===== config.mk =====
export PLATFORM = sky130hd
export DESIGN_NAME = pa_wb_arbiter_flat
export DESIGN_NICKNAME = d
export VERILOG_FILES = /design/src/rtl/pa_wb_arbiter_if.sv /design/src/rtl/pa_wb_arbiter.sv /design/src/flat_wrapper.sv
export SDC_FILE = /design/constraint.sdc
export NUM_CORES = 1
export LEC_CHECK = 0
export BUFFER_PORTS_ARGS = -buffer_cell sky130_fd_sc_hd__buf_2
export CORE_UTILIZATION = 40
export CTS_CLUSTER_SIZE = 25
export DETAILED_ROUTE_END_ITERATION = 12
export GPL_TIMING_DRIVEN = 0
export SLEW_MARGIN = 20
export SYNTH_ARGS = -nofsm -noshare
export SYNTH_HDL_FRONTEND = slang
export SYNTH_SLANG_ARGS = --single-unit

===== constraint.sdc =====
create_clock -name clock_i -period 2.28 [get_ports clock_i]
set_input_delay 0.456 -clock clock_i [delete_from_list [all_inputs] [get_ports clock_i]]
set_output_delay 0.456 -clock clock_i [all_outputs]
set_load 0.01 [all_outputs]

===== src/rtl/pa_wb_arbiter_if.sv =====
// pa_wb_arbiter_if: writeback-side bus of the PA_Core writeback arbiter.
// master = core / source side (drives both writeback requests),
// slave  = arbiter side (drives B ready, the register-file port and FIFO occupancy).
interface pa_wb_arbiter_if #(
    parameter int DATA_W  = 16,
    parameter int ADDR_W  = 5,
    parameter int B_DEPTH = 4
);
    localparam int CNT_W = $clog2(B_DEPTH) + 1;

    logic              wbA_i;
    logic [ADDR_W-1:0] wbAddrA_i;
    logic [DATA_W-1:0] wbValA_i;
    logic              wbB_i;
    logic [ADDR_W-1:0] wbAddrB_i;
    logic [DATA_W-1:0] wbValB_i;
    logic              wbBReady_o;
    logic              regWrEn_o;
    logic [ADDR_W-1:0] regWrAddr_o;
    logic [DATA_W-1:0] regWrVal_o;
    logic [CNT_W-1:0]  bCount_o;

    modport master (
        output wbA_i, wbAddrA_i, wbValA_i, wbB_i, wbAddrB_i, wbValB_i,
        input  wbBReady_o, regWrEn_o, regWrAddr_o, regWrVal_o, bCount_o
    );

    modport slave (
        input  wbA_i, wbAddrA_i, wbValA_i, wbB_i, wbAddrB_i, wbValB_i,
        output wbBReady_o, regWrEn_o, regWrAddr_o, regWrVal_o, bCount_o
    );
endinterface


===== src/rtl/pa_wb_arbiter.sv =====
// pa_wb_arbiter: merges the arithmetic (A, fixed priority) and load (B, valid/ready)
// writeback sources into one registered register-file write port. B writes that
// collide with A wait in an in-order FIFO; a younger A write invalidates queued B
// entries to the same register so per-register write order follows program order.
// Optional feature: define PA_WB_BYPASS_EN to let an accepted B skip the empty FIFO
// when A is idle (1-cycle B latency instead of 2).
module pa_wb_arbiter #(
    parameter int DATA_W  = 16,
    parameter int ADDR_W  = 5,
    parameter int B_DEPTH = 4
) (
    input  logic            clock_i,
    input  logic            reset_i,
    pa_wb_arbiter_if.slave  wb
);
    localparam int PTR_W = $clog2(B_DEPTH);
    localparam int CNT_W = PTR_W + 1;

    logic [ADDR_W-1:0] fifoAddr_q [B_DEPTH];
    logic [DATA_W-1:0] fifoVal_q  [B_DEPTH];
    logic [B_DEPTH-1:0] vld_q, vld_d;
    logic [PTR_W-1:0]  rdPtr_q, rdPtr_d;
    logic [PTR_W-1:0]  wrPtr_q, wrPtr_d;
    logic [CNT_W-1:0]  count_q, count_d;
    logic              wrEn_q, wrEn_d;
    logic [ADDR_W-1:0] wrAddr_q, wrAddr_d;
    logic [DATA_W-1:0] wrVal_q, wrVal_d;

    logic ready;
    logic bypass;
    logic push;
    logic pop;

    // Ready comes from the registered count only, so a same-cycle pop never frees a slot early.
    assign ready = (count_q != CNT_W'(B_DEPTH));

`ifdef PA_WB_BYPASS_EN
    assign bypass = wb.wbB_i & ready & ~wb.wbA_i & (count_q == '0);
`else
    assign bypass = 1'b0;
`endif

    // An entry enqueued this cycle is not visible to pop until the next cycle (count_q still 0).
    assign push = wb.wbB_i & ready & ~bypass;
    assign pop  = ~wb.wbA_i & (count_q != '0);

    // FIFO bookkeeping: squash by A, pop head, append new B entry (never squashed by the same-cycle A).
    always_comb begin
        vld_d   = vld_q;
        rdPtr_d = rdPtr_q;
        wrPtr_d = wrPtr_q;
        count_d = count_q;
        if (wb.wbA_i) begin
            for (int i = 0; i < B_DEPTH; i++) begin
                if (fifoAddr_q[i] == wb.wbAddrA_i) vld_d[i] = 1'b0;
            end
        end
        if (pop) begin
            vld_d[rdPtr_q] = 1'b0;
            rdPtr_d        = rdPtr_q + PTR_W'(1);
        end
        if (push) begin
            vld_d[wrPtr_q] = 1'b1;
            wrPtr_d        = wrPtr_q + PTR_W'(1);
        end
        case ({push, pop})
            2'b10:   count_d = count_q + CNT_W'(1);
            2'b01:   count_d = count_q - CNT_W'(1);
            default: count_d = count_q;
        endcase
    end

    // Write-port selection: A always wins, then the FIFO head, then (optionally) bypassed B.
    always_comb begin
        wrEn_d   = 1'b0;
        wrAddr_d = wrAddr_q;
        wrVal_d  = wrVal_q;
        if (wb.wbA_i) begin
            wrEn_d   = 1'b1;
            wrAddr_d = wb.wbAddrA_i;
            wrVal_d  = wb.wbValA_i;
        end else if (pop) begin
            if (vld_q[rdPtr_q]) begin
                wrEn_d   = 1'b1;
                wrAddr_d = fifoAddr_q[rdPtr_q];
                wrVal_d  = fifoVal_q[rdPtr_q];
            end
        end else if (bypass) begin
            wrEn_d   = 1'b1;
            wrAddr_d = wb.wbAddrB_i;
            wrVal_d  = wb.wbValB_i;
        end
    end

    // Control and output registers; reset discards every in-flight entry.
    always_ff @(posedge clock_i or negedge reset_i) begin
        if (!reset_i) begin
            vld_q    <= '0;
            rdPtr_q  <= '0;
            wrPtr_q  <= '0;
            count_q  <= '0;
            wrEn_q   <= 1'b0;
            wrAddr_q <= '0;
            wrVal_q  <= '0;
        end else begin
            vld_q    <= vld_d;
            rdPtr_q  <= rdPtr_d;
            wrPtr_q  <= wrPtr_d;
            count_q  <= count_d;
            wrEn_q   <= wrEn_d;
            wrAddr_q <= wrAddr_d;
            wrVal_q  <= wrVal_d;
        end
    end

    // FIFO payload storage; validity is tracked by vld_q, so the data needs no reset.
    always_ff @(posedge clock_i) begin
        if (push) begin
            fifoAddr_q[wrPtr_q] <= wb.wbAddrB_i;
            fifoVal_q[wrPtr_q]  <= wb.wbValB_i;
        end
    end

    assign wb.wbBReady_o  = ready;
    assign wb.regWrEn_o   = wrEn_q;
    assign wb.regWrAddr_o = wrAddr_q;
    assign wb.regWrVal_o  = wrVal_q;
    assign wb.bCount_o    = count_q;
endmodule


===== src/flat_wrapper.sv =====
// flat-port wrapper written by rule: the top's interface ports become plain ports
module pa_wb_arbiter_flat 
#(
    parameter int DATA_W  = 16,
    parameter int ADDR_W  = 5,
    parameter int B_DEPTH = 4
)
  (clock_i, reset_i, wb_wbA_i, wb_wbAddrA_i, wb_wbValA_i, wb_wbB_i, wb_wbAddrB_i, wb_wbValB_i, wb_wbBReady_o, wb_regWrEn_o, wb_regWrAddr_o, wb_regWrVal_o, wb_bCount_o);
  pa_wb_arbiter_if #(.DATA_W(DATA_W), .ADDR_W(ADDR_W), .B_DEPTH(B_DEPTH)) wb_i ();
  input  logic clock_i;
  input  logic reset_i;
  input wire logic [$bits(wb_i.wbA_i)-1:0] wb_wbA_i;
  input wire logic [$bits(wb_i.wbAddrA_i)-1:0] wb_wbAddrA_i;
  input wire logic [$bits(wb_i.wbValA_i)-1:0] wb_wbValA_i;
  input wire logic [$bits(wb_i.wbB_i)-1:0] wb_wbB_i;
  input wire logic [$bits(wb_i.wbAddrB_i)-1:0] wb_wbAddrB_i;
  input wire logic [$bits(wb_i.wbValB_i)-1:0] wb_wbValB_i;
  output wire logic [$bits(wb_i.wbBReady_o)-1:0] wb_wbBReady_o;
  output wire logic [$bits(wb_i.regWrEn_o)-1:0] wb_regWrEn_o;
  output wire logic [$bits(wb_i.regWrAddr_o)-1:0] wb_regWrAddr_o;
  output wire logic [$bits(wb_i.regWrVal_o)-1:0] wb_regWrVal_o;
  output wire logic [$bits(wb_i.bCount_o)-1:0] wb_bCount_o;
  assign wb_i.wbA_i = wb_wbA_i;
  assign wb_i.wbAddrA_i = wb_wbAddrA_i;
  assign wb_i.wbValA_i = wb_wbValA_i;
  assign wb_i.wbB_i = wb_wbB_i;
  assign wb_i.wbAddrB_i = wb_wbAddrB_i;
  assign wb_i.wbValB_i = wb_wbValB_i;
  assign wb_wbBReady_o = wb_i.wbBReady_o;
  assign wb_regWrEn_o = wb_i.regWrEn_o;
  assign wb_regWrAddr_o = wb_i.regWrAddr_o;
  assign wb_regWrVal_o = wb_i.regWrVal_o;
  assign wb_bCount_o = wb_i.bCount_o;
  pa_wb_arbiter #(.DATA_W(DATA_W), .ADDR_W(ADDR_W), .B_DEPTH(B_DEPTH)) u_core (.clock_i(clock_i), .reset_i(reset_i), .wb(wb_i));
endmodule

After elaboration in Yosys (flattened, before gate mapping)
Memories as Yosys holds them, arrays and structs flattened. Index checks and enable logic that the tools add are counted. W data, S select, Z words.

$add $sub $neg: 4. Order comparisons: 4. Equal/unequal tests: 7. Mux-type cells: 25. Bitwise logic cells: 6. Reduce and logical (&&, ||, !) cells: 7.

Operators with widths (count): $mux W16 (3); $eq A5 B5 Y1 (4); $mux W5 (3); $mux W1 (12); $mux W4 (3); $lt A2 B3 Y1 const B (2); $pmux W3 S2 (1); $reduce_bool A2 Y1 (3); $add A2 B1 Y2 const B (2); $and A4 B4 Y4 (1); $demux W1 S2 (2); $ge A2 B1 Y1 const B (2); $not A4 Y4 (1); $or A4 B4 Y4 (1); $add A3 B1 Y3 const B (1); $ne A3 B3 Y1 const B (1); $reduce_bool A3 Y1 (1); $sub A3 B1 Y3 const B (1); $and A1 B1 Y1 (2); $bmux W1 S2 (1); $eq A2 B1 Y1 const B (1); $eq A2 B2 Y1 const B (1); $logic_and A1 B1 Y1 (2); $reduce_and A2 Y1 (1); $not A1 Y1 (1).

Flip-flop bits (word level): 33. RAM bits: 84. Input bits: 46. Output and inout port bits: 26. Logic and storage cells: 62. Memories kept: 2.

Memories: u_core.fifoVal_q (words 4, width 16, rd ports 1, clocked after Yosys merged registers in 0, wr ports 1, line pa_wb_arbiter.sv:20) `logic [DATA_W-1:0] fifoVal_q [B_DEPTH];`; u_core.fifoAddr_q (words 4, width 5, rd ports 5, clocked after Yosys merged registers in 0, wr ports 1, line pa_wb_arbiter.sv:19) `logic [ADDR_W-1:0] fifoAddr_q [B_DEPTH];`.

Logic depth before layout (Yosys ltp)
Depth after elaboration: 9. Gate-level depth with buffers: 10. Mapped depth without buffers: 10.

Worst setup path before layout
No wires, ideal clock.

Path kind: input to register. From: input wb_wbA_i. To: register u_core.count_q[2], in the netlist u_core.wb.bCount_o[2]. Library setup time: 0.079 ns. Arrival: 2.014 ns. Required time: 2.201 ns. Slack: 0.187 ns. Cell stages on the path: 8. Buffers on the path: 1. Cell sequence: clkbuf_1 nor2_1 ha_1 inv_1 fa_1 xor2_1 nor2_1 xor2_1.

Longest elaborated chain between the ends: 4. Elaborated cells between the ends (all ways): 6. Classes of those cells: eq/ne: 2; mux: 1; bitwise: 2; reduce/logical: 1.

RTL lines: start: declaration (line flat_wrapper.sv:12) `input wire logic [$bits(wb_i.wbA_i)-1:0] wb_wbA_i;`; $not A1 Y1 * (line pa_wb_arbiter.sv:45) `assign pop = ~wb.wbA_i & (count_q != '0);`; $and A1 B1 Y1 * (line pa_wb_arbiter.sv:45); $eq A2 B1 Y1 / $eq A2 B2 Y1 (equally long branches) (line pa_wb_arbiter.sv:66) `case ({push, pop})`; $pmux W3 S2 / $reduce_bool A2 Y1 (equally long branches); end signal: assignment (line pa_wb_arbiter.sv:109) `count_q <= count_d;`; end: declaration (line pa_wb_arbiter.sv:24) `logic [CNT_W-1:0] count_q, count_d;`.

Mark *: on every way between the ends. The rest lies on a longest branch, timed or not. A chain may end at the register's enable or synchronous reset.

Worst setup path in the final report
From: register u_core.count_q[0], in the netlist u_core.wb.bCount_o[0]. To: register u_core.count_q[2], in the netlist u_core.wb.bCount_o[2].

Longest elaborated chain between the ends: 4. Elaborated cells between the ends (all ways): 10. Classes of those cells: add/sub: 2; eq/ne: 3; mux: 1; bitwise: 2; reduce/logical: 2.

RTL lines (line): $ne A3 B3 Y1 / $reduce_bool A3 Y1 (equally long branches) (pa_wb_arbiter.sv:35, pa_wb_arbiter.sv:45); $and A1 B1 Y1, on equally long branches (pa_wb_arbiter.sv:44, pa_wb_arbiter.sv:45); $eq A2 B1 Y1 / $eq A2 B2 Y1 (equally long branches) (pa_wb_arbiter.sv:66); $pmux W3 S2 / $reduce_bool A2 Y1 (equally long branches).

Parallel ways exist; a longest one is shown, timed or not.

==> flow_summary.json <==
{
  "use_met3": 0.0589,
  "fin_ws_ns": 0.191,
  "antenna_found_initial": 0,
  "ios": 72,
  "routed_wl_um": 9730,
  "startpoint_type": "register",
  "gr-usage-all-layers": 0.166,
  "busiest_layer": "met2",
  "synth_flop_cell": "edfxtp_1",
  "slew_headroom": 0.428,
  "hold_viol": 0,
  "ant_nets": 0,
  "dieArea_um2": 12800,
  "clock_skew_ns": 0.0126,
  "min_period_ns": 2.09,
  "synth_fp_nets": 346,
  "whs_ns": 0.161,
  "ys_ff_latch": 117,
  "status": "complete, no violations",
  "cts.clk_slew.worst_paths_ns": 0.06,
  "cap_violations": 0,
  "leakage_uw": 0.00240,
  "dpl.hpwl_um": 6280,
  "power_per_cell_area_nw_per_um2": 1410,
  "met1_usage": 0.214,
  "fmax_mhz": 479,
  "rsz0062_at_grt": "no",
  "synth_async_sr_flop_share": 0.282,
  "crit_path_end_kind": "register",
  "rows": 40,
  "min_period_over_period": 0.916,
  "avgSynthCellArea_um2": 17.0,
  "finalSetupViolCount": 0,
  "synth_edf_count": 84,
  "place_congestion": 0.749,
  "place.port_buffers": 65,
  "ys_seq_area_frac": 0.680,
  "drive_gt1_frac": 0.326,
  "grt.overflow.total": 0,
  "dp_slack_ns": -0.120,
  "cts_buffer_depth": 2,
  "die-height_um": 113,
  "cts-root-buf": "clkbuf_16",
  "vias": 2704,
  "peakVddDrop_v": 0.000615,
  "yosys_warnings": 0,
  "synthTopCellsByArea": "edfxtp_1, dfrtp_1, mux4_2",
  "drc": 0,
  "grt_pass1_vias": 2808,
  "area_delta_synth_final_pct": 22.3,
  "via_per_inst": 5.06,
  "start_util": 0.410,
  "yosysTopAreaCellShare": 0.512,
  "syn-cell-area_um2": 4930,
  "hold_class": "input pin to asynchronous set/reset pin",
  "drtIter0Drc": 185,
  "worst_pin_slew_ns": 0.859,
  "grt_max_degree": 34,
  "syn_inst": 290,
  "worstPathRequired_ns": 2.61,
  "synth_top_area_cell": "edfxtp_1",
  "post_drt_wl_per_cell_um": 18.2,
  "utilization": 0.501,
  "drt-pass1-iter-count": 4,
  "grt_pass1_wl_um": 15300,
  "crit_fanout": 6,
  "cts_sinks": 117,
  "fin_nets": 430,
  "ys_types": 28,
  "post_cts_buffers": 0,
  "cts_htree_levels": 4,
  "antenna_cells": 0,
  "cts_tree": "built",
  "worstSetupPathType": "register to register",
  "cts_buffers": 17,
  "finalPower_uw": 8480,
  "grt.met2_usage": 0.265,
  "fp.dieW_um": 113,
  "insertion_delay_ns": 0.41,
  "worst_ep_arrival_time_ns": 2.42,
  "core_um2": 12000,
  "slew_violations": 0
}
[cells in the final DEF, fill, tap and decap left out, types with 3 or more instances in the layout]
master and count:
clkbuf_16 17, a21o_1 4, buf_2 67, mux4_2 20
bufinv_16 3, o21ai_1 21, dfrtp_1 33, nor4_1 4
and3_2 4, clkinv_2 6, mux2i_1 22, inv_1 8
xnor2_1 7, edfxtp_1 84, ha_1 9, nand2_1 22
clkbuf_1 15, xor2_1 18, a32oi_1 4
[where the power goes]
part           switching, uW  total, uW  leakage (uW)  internal [uW]
combinational           1370       2710      0.000962           1340
sequential               267       3180       0.00116           2910
clock                    885       2590      0.000280           1700
total                   2530       8480       0.00240           5950
[flip-flops by register name (all words and copies together), names as in the netlist]
name	count
u_core.wrPtr_q	2
u_core.fifoAddr_q	20
u_core.wb.regWrEn_o	1
u_core.fifoVal_q	64
u_core.wb.bCount_o	3
u_core.rdPtr_q	2
u_core.wb.regWrAddr_o	5
u_core.vld_q	4
u_core.wb.regWrVal_o	16
[cell families after synthesis]
logic type	Yosys count	synth area share
flops	117	0.680
mux	45	0.149
simple gates	37	0.0343
compound gates	30	0.0356
buf+inv	26	0.0300
xor+xnor	25	0.0445
fa+ha+maj	10	0.0269
[worst max-delay path, stage by stage (launching register included)]
cell	delay, ns
dfrtp_1	0.41
inv_1	0.13
nand3_2	0.15
and2_1	0.23
inv_1	0.07
ha_1	0.17
inv_1	0.06
fa_1	0.37
xor2_1	0.15
nor2_1	0.12
xor2_1	0.15
[cell usage after synthesis (2+ instances only)]
cell,instances
a21o_1,4
a32oi_1,4
and3_1,4
buf_12,2
buf_2,2
buf_6,2
clkbuf_1,11
dfrtp_1,33
edfxtp_1,84
ha_1,9
inv_1,8
mux2i_1,22
mux4_1,2
mux4_2,20
nand2_1,22
nand2b_1,2
nor2_1,2
nor4_1,4
o21ai_1,21
xnor2_1,7
xor2_1,18
[routing by layer]
layer | vias up | share of wire
met5 | - | 0
met4 | 0 | 0.012
met3 | 9 | 0.046
met2 | 67 | 0.50
met1 | 1361 | 0.45
li1 | 1267 | -
[area by class of cell]
type | instances | area, um2
Tap cell | 147 | 184
Fill cell | 1033 | 5990
Multi-Input combinational cell | 147 | 1440
Clock buffer | 21 | 440
Inverter | 8 | 30.0
Sequential cell | 117 | 3350
Timing Repair Buffer | 65 | 325
Clock inverter | 11 | 135
Buffer | 18 | 118
[final timing paths]
path                                             to  cells after the start             startpoint  slack [ns]
max                           u_core.wb.bCount_o[2]                     10  u_core.wb.bCount_o[0]        0.19
min                        u_core.wb.regWrAddr_o[0]                      1                reset_i        0.16
max reg2reg                   u_core.wb.bCount_o[2]                     10  u_core.wb.bCount_o[0]        0.19
min reg2reg                         u_core.vld_q[0]                      1        u_core.vld_q[0]        0.48
max in group asynchronous  u_core.wb.regWrVal_o[13]                      1                reset_i        1.57
min in group clock_i       u_core.wb.regWrVal_o[14]                      3        wb_wbValA_i[14]        0.26
[per-stage QoR]
step / std cells / setup TNS, ns / area, um2
final: 534 / 0 / 6020
after global routing: 534 / 0 / 6020
after CTS: 534 / 0 / 6020
after detailed placement: 502 / -0.120 / 5440
after global placement: 502 / -0.0605 / 5440
after floorplan: 290 / 0 / 4930
[what timing repair did]
item | 4_1_cts | 5_1_grt
resized for setup | 0 | 2
endpoints found under the hold margin | 0 | 0
hold buffers | 0 | 0
setup endpoints to repair | 0 | 1
Note: power is estimated with default switching activity, not from simulation.
